<file path="config.mk">
export PLATFORM = sky130hd
export DESIGN_NAME = mem_generic_pipe
export DESIGN_NICKNAME = d
export VERILOG_FILES = /design/src/rtl/mem_generic_pipe.sv
export SDC_FILE = /design/constraint.sdc
export NUM_CORES = 2
export LEC_CHECK = 0
export ABC_AREA = 1
export BUFFER_PORTS_ARGS = -buffer_cell sky130_fd_sc_hd__buf_4
export CAP_MARGIN = 20
export CORE_AREA = 2 2 387 389
export DETAILED_ROUTE_END_ITERATION = 8
export DIE_AREA = 0 0 389 391
export PLACE_DENSITY = 0.69
export SLEW_MARGIN = 0
export SYNTH_ARGS = -nofsm -noshare
export SYNTH_HDL_FRONTEND = slang
export SYNTH_SLANG_ARGS = --single-unit
export TNS_END_PERCENT = 30
</file>
<file path="constraint.sdc">
create_clock -name clk -period 3.6 [get_ports clk]
set_clock_uncertainty 0.05 [all_clocks]
set_input_delay 0.54 -clock clk [delete_from_list [all_inputs] [get_ports clk]]
set_output_delay 0.54 -clock clk [all_outputs]
set_load 0.01 [all_outputs]
</file>
<file path="src/rtl/mem_generic_pipe.sv">
// -----------------------------------------------------------------------------
// mem_generic_pipe
//
// This is a single-port synchronous RAM with 2^AW words of DW bits. Writes
// complete in one cycle. Reads pass through LAT register stages before they
// reach datr. A read issued at edge N shows on datr at edge N+LAT-1, so LAT=1
// behaves like a classic synchronous RAM.
//
// Parameters:
//   AW   address width (depth = 2^AW words)
//   DW   data width in bits
//   LAT  read latency in clock cycles (legal range 1..8)
//
// Ports:
//   clk   input   clock; all logic runs on the rising edge
//   rstb  input   synchronous reset, ACTIVE-HIGH despite the name
//   add   input   word address
//   datr  output  registered read data; it holds until a new read completes
//   datw  input   write data
//   en    input   access enable
//   we    input   write enable, qualified by en
//
// Access handshake: an access is accepted on every rising edge where
// en=1 and rstb=0. There is no back-pressure, so one access can be
// accepted per cycle. When we=1 the access is a write, otherwise a read.
//
// Optional feature (macro MEM_GENERIC_PIPE_WRITE_THROUGH_EN):
//   When the macro is defined, a write also enters the read pipeline carrying
//   datw, so datr echoes the written value LAT-1 cycles after the write edge.
//   When it is undefined, write cycles leave the read pipeline alone.
//
// The memory array has no reset. Each pipeline stage carries a valid bit.
// Every valid bit and every stage data register clears on reset, so a reset
// discards any read still in flight.
// -----------------------------------------------------------------------------
module mem_generic_pipe #(
   parameter int AW  = 8,
   parameter int DW  = 8,
   parameter int LAT = 1
) (
   input  logic          clk,
   input  logic          rstb,
   input  logic [AW-1:0] add,
   output logic [DW-1:0] datr,
   input  logic [DW-1:0] datw,
   input  logic          en,
   input  logic          we
);

   localparam int DEPTH = 1 << AW;

   logic [DW-1:0] mem_q [DEPTH];

   logic          wr_fire;
   logic          rd_fire;
   logic          inj_vld;   // a valid entry enters the first stage at this edge
   logic [DW-1:0] inj_dat;
   logic          tail_vld;  // a valid entry reaches the output register
   logic [DW-1:0] tail_dat;
   logic [DW-1:0] datr_q;
   logic [DW-1:0] datr_d;

   // Reset blocks every access at the edge where it is sampled.
   assign wr_fire = en &  we & ~rstb;
   assign rd_fire = en & ~we & ~rstb;

   // Storage array: written in one cycle, never cleared.
   always_ff @(posedge clk) begin
      if (wr_fire) begin
         mem_q[add] <= datw;
      end
   end

`ifdef MEM_GENERIC_PIPE_WRITE_THROUGH_EN
   // Write-first echo: a write enters the read pipeline carrying datw.
   assign inj_vld = rd_fire | wr_fire;
   assign inj_dat = we ? datw : mem_q[add];
`else
   assign inj_vld = rd_fire;
   assign inj_dat = mem_q[add];
`endif

   // Stages 0..LAT-2 sit in front of the output register. datr is the final
   // stage, so LAT=1 needs no extra stages and the array read feeds datr
   // directly.
   if (LAT > 1) begin : g_pipe
      logic [LAT-2:0] vld_q;
      logic [DW-1:0]  dat_q [LAT-1];

      always_ff @(posedge clk) begin
         if (rstb) begin
            vld_q <= '0;
            for (int k = 0; k < LAT-1; k++) begin
               dat_q[k] <= '0;
            end
         end else begin
            vld_q[0] <= inj_vld;
            // A data register loads only when a valid entry arrives. This
            // keeps idle-cycle array reads (possibly X) out of the pipe.
            if (inj_vld) begin
               dat_q[0] <= inj_dat;
            end
            for (int k = 1; k < LAT-1; k++) begin
               vld_q[k] <= vld_q[k-1];
               if (vld_q[k-1]) begin
                  dat_q[k] <= dat_q[k-1];
               end
            end
         end
      end

      assign tail_vld = vld_q[LAT-2];
      assign tail_dat = dat_q[LAT-2];
   end else begin : g_direct
      assign tail_vld = inj_vld;
      assign tail_dat = inj_dat;
   end

   // The output register changes only when a read (or an echo) completes.
   assign datr_d = tail_vld ? tail_dat : datr_q;

   always_ff @(posedge clk) begin
      if (rstb) begin
         datr_q <= '0;
      end else begin
         datr_q <= datr_d;
      end
   end

   assign datr = datr_q;

endmodule

</file>
==> flow_summary_export.csv <==
group,metric,value,unit
status,status,"complete, no violations",
detailed_routing,routed_wl,225,mm
clock_tree,clkSlewWorstSetupHoldPaths,60,ps
die,fp-row-count,142,
hold_path,hold_path_class,"in -> reg",
run,max_cap_viol_count,0,
global_route,grt_overflow,0,
worst_setup_path,cp.arrival,3170,ps
clock_tree,cts_resized,0,
detailed_routing,via_count,56268,
hold_path,whs_path_depth,1,
placed_design,portBuffers,27,
timing,slew_headroom,32.8,%
yosys,synth_top_area_cell,"edfxtp_1",
worst_setup_path,slowest_delay,390,ps
worst_setup_path,cp_num_buf_inv,3,
timing,min_period,2480,ps
yosys,synth_seq_cells,2056,
clock_tree,clock_latency,840,ps
yosys,yosysUniqueCellTypes,21,
die,die_w,389,um
yosys,ys_seq_area_share,73.7,%
timing,finalSetupViolations,0,
timing,period_share,69.0,%
worst_setup_path,cp_cell_sequence,"buf_8 -> inv_8 -> buf_4 -> nand2_1 -> a21oi_1 -> o21ai_1 -> nand2_1 -> nor2_1 -> nor2_1 -> nor2_1 -> nand2_1 -> nand2_1 -> nand2_1 -> nor2_1 -> nor2_1",
worst_setup_path,worst-setup-path-type,"in -> reg",
worst_setup_path,critPathLaunchType,"primary input",
finish,area_growth,13.1,%
global_route,grt_first_pass_wirelength,336,mm
finish,nets,7831,
worst_setup_path,slowest_stage,"buf_4",
timing,rsz0062_at_grt,"no",
die,num_io_pins,28,
global_route,antenna_found_initial,5,
detailed_routing,ant_nets,0,
clock_tree,hold_buffers,0,
die,core,149000,um2
timing,hold_viol,0,
yosys,ys_async_sr_fraction,0,%
yosys,ys_warn_count,0,
detailed_routing,first_iter_violations,6855,
timing,fmax,403,MHz
placed_design,post-place-cells,9551,
worst_setup_path,worstSetupStartpoint,"add[0]",
yosys,synth_area_per_cell,11.0,um2
clock_tree,cts_tree,"yes",
clock_tree,clock_sinks,2056,
detailed_routing,drc_errors,0,
finish,fin_cells,9924,
yosys,synthesis.nets,7622,
clock_tree,post-cts-setup-buffers,0,
clock_tree,htree_num_levels,4,
worst_setup_path,end_kind,"register",
detailed_routing,wl_per_cell,22.7,um
yosys,synth_area_leaders,"edfxtp_1 74%, nand2_1 18%, nor2_1 2.6%",
hold_path,worstHoldStart,"datw[3]",
clock_tree,clockBufferDepth,3,
yosys,synth_edf_count,2048,
die,die_h,391,um
yosys,synth_most_common_cell,"nand2_1",
worst_setup_path,cp.depth,15,
detailed_routing,via_per_inst,5.67,
timing,drv_slew,0,
timing,worst_slew_pin_slew,1010,ps
die,dieArea,152000,um2
global_route,grt_pass1_vias,54429,
placed_design,gp_congestion,0.881,
global_route,grt_usage,29.6,%
clock_tree,root_buffer,"clkbuf_16",
finish,drive_gt1_share,8.71,%
worst_setup_path,r2r-start,"mem_q[29][1]",
worst_setup_path,r2r_cells,12,
die,start_util,56.3,%
yosys,synth_common_cells,"4018 x nand2_1, 2048 x edfxtp_1, 589 x nor2_1",
power,power.density,526,nW/um2
placed_design,hpwl,131,mm
yosys,netlist_area,83600,um2
timing,tns,0,ps
worst_setup_path,required,4280,ps
yosys,ys.flop_type,"edfxtp_1",
detailed_routing,firstDrtPassIters,8,
power,p_leak,36.3,nW
global_route,grt_start_max_net_pins,122,
worst_setup_path,cp_top_family,"simple AND/OR/NAND/NOR gates",
worst_setup_path,worst-path-max-fanout,49,
power,peakVddDrop,0.501,mV
yosys,syn_inst,7602,
yosys,synth_top_area_share,73.5,%
clock_tree,cts_made_buffers,202,
## logic make-up after synthesis
family / Yosys count / synth area share, %
simple gates: 4860 / 22.4
flops: 2056 / 73.7
compound gates: 235 / 1.41
buf+inv: 451 / 2.50
## worst register-to-register path: cells and delay by family, from the launching register on
kind             cells  cell delay [ps]
AND/OR/NAND/NOR     10             1310
flip-flops           1              360
AO/OA/AOI/OAI        2              350
## final timing paths
kind                        end  slack, ps
setup / recovery        datr[1]       1120
hold reg to reg         datr[3]        680
setup reg to reg        datr[1]       1430
hold / removal    mem_q[231][3]         70
## metal layers
metal	up-vias	wire length, um	global-route usage [%]
met4	4	8090	11.3
met2	2984	104000	46.6
li1	25730	-	-
met5	-	22	0
met1	27087	88800	41.3
met3	463	24200	5.71
## layout make-up
type	instances	area, um2
diodes	5	12.5
clock buffers	258	5450
clock inverters	110	968
fillers	11232	54000
inverters	55	231
multi-input cells	5095	20000
flip-flops and latches	2056	61700
well taps	1944	2430
repair buffers	401	3850
## placed cells by master, fill, tap and decap left out, types with 4 or more instances in the layout
cell type     n
clkbuf_16   208
nand3_1     127
dfxtp_1       8
nor2_4        6
buf_12       61
bufinv_16    14
inv_16        5
buf_4       330
o21ai_0      42
nand2_2       5
edfxtp_1   2048
clkbuf_1     44
clkbuf_8      6
clkinv_2     33
nor2_1      586
nand3_2       4
clkinv_1     50
buf_8        10
o21ai_1      84
diode_2       5
nand2_1    4014
inv_1        51
a21oi_1     109
nand4_1     114
## sequential cells by signal, indices dropped and copies added (netlist names)
signal	flops
datr	8
mem_q	2048
## report_power, final
group / internal [mW] / total [mW] / leakage, nW / switching, mW
logic: 0.677 / 2.80 / 14.7 / 2.13
registers: 26.3 / 26.4 / 18.5 / 0.0323
clock network: 11.7 / 20.6 / 3.14 / 8.90
total: 38.7 / 49.8 / 36.3 / 11.1
## per-stage QoR
stage	cell area (um2)	utilization (%)	power, mW	hold slack (ps)	setup slack (ps)
finish	94600	63.7	49.8	67.3	1120
global route	94600	63.7	51.0	70.2	1010
CTS	94600	63.7	49.8	34.7	1210
detailed placement	88100	59.3	29.6	626	345
global placement	88100	59.3	29.6	603	359
floorplan	83600	-	28.3	515	1030
Note: power is estimated with default switching activity, not from simulation.
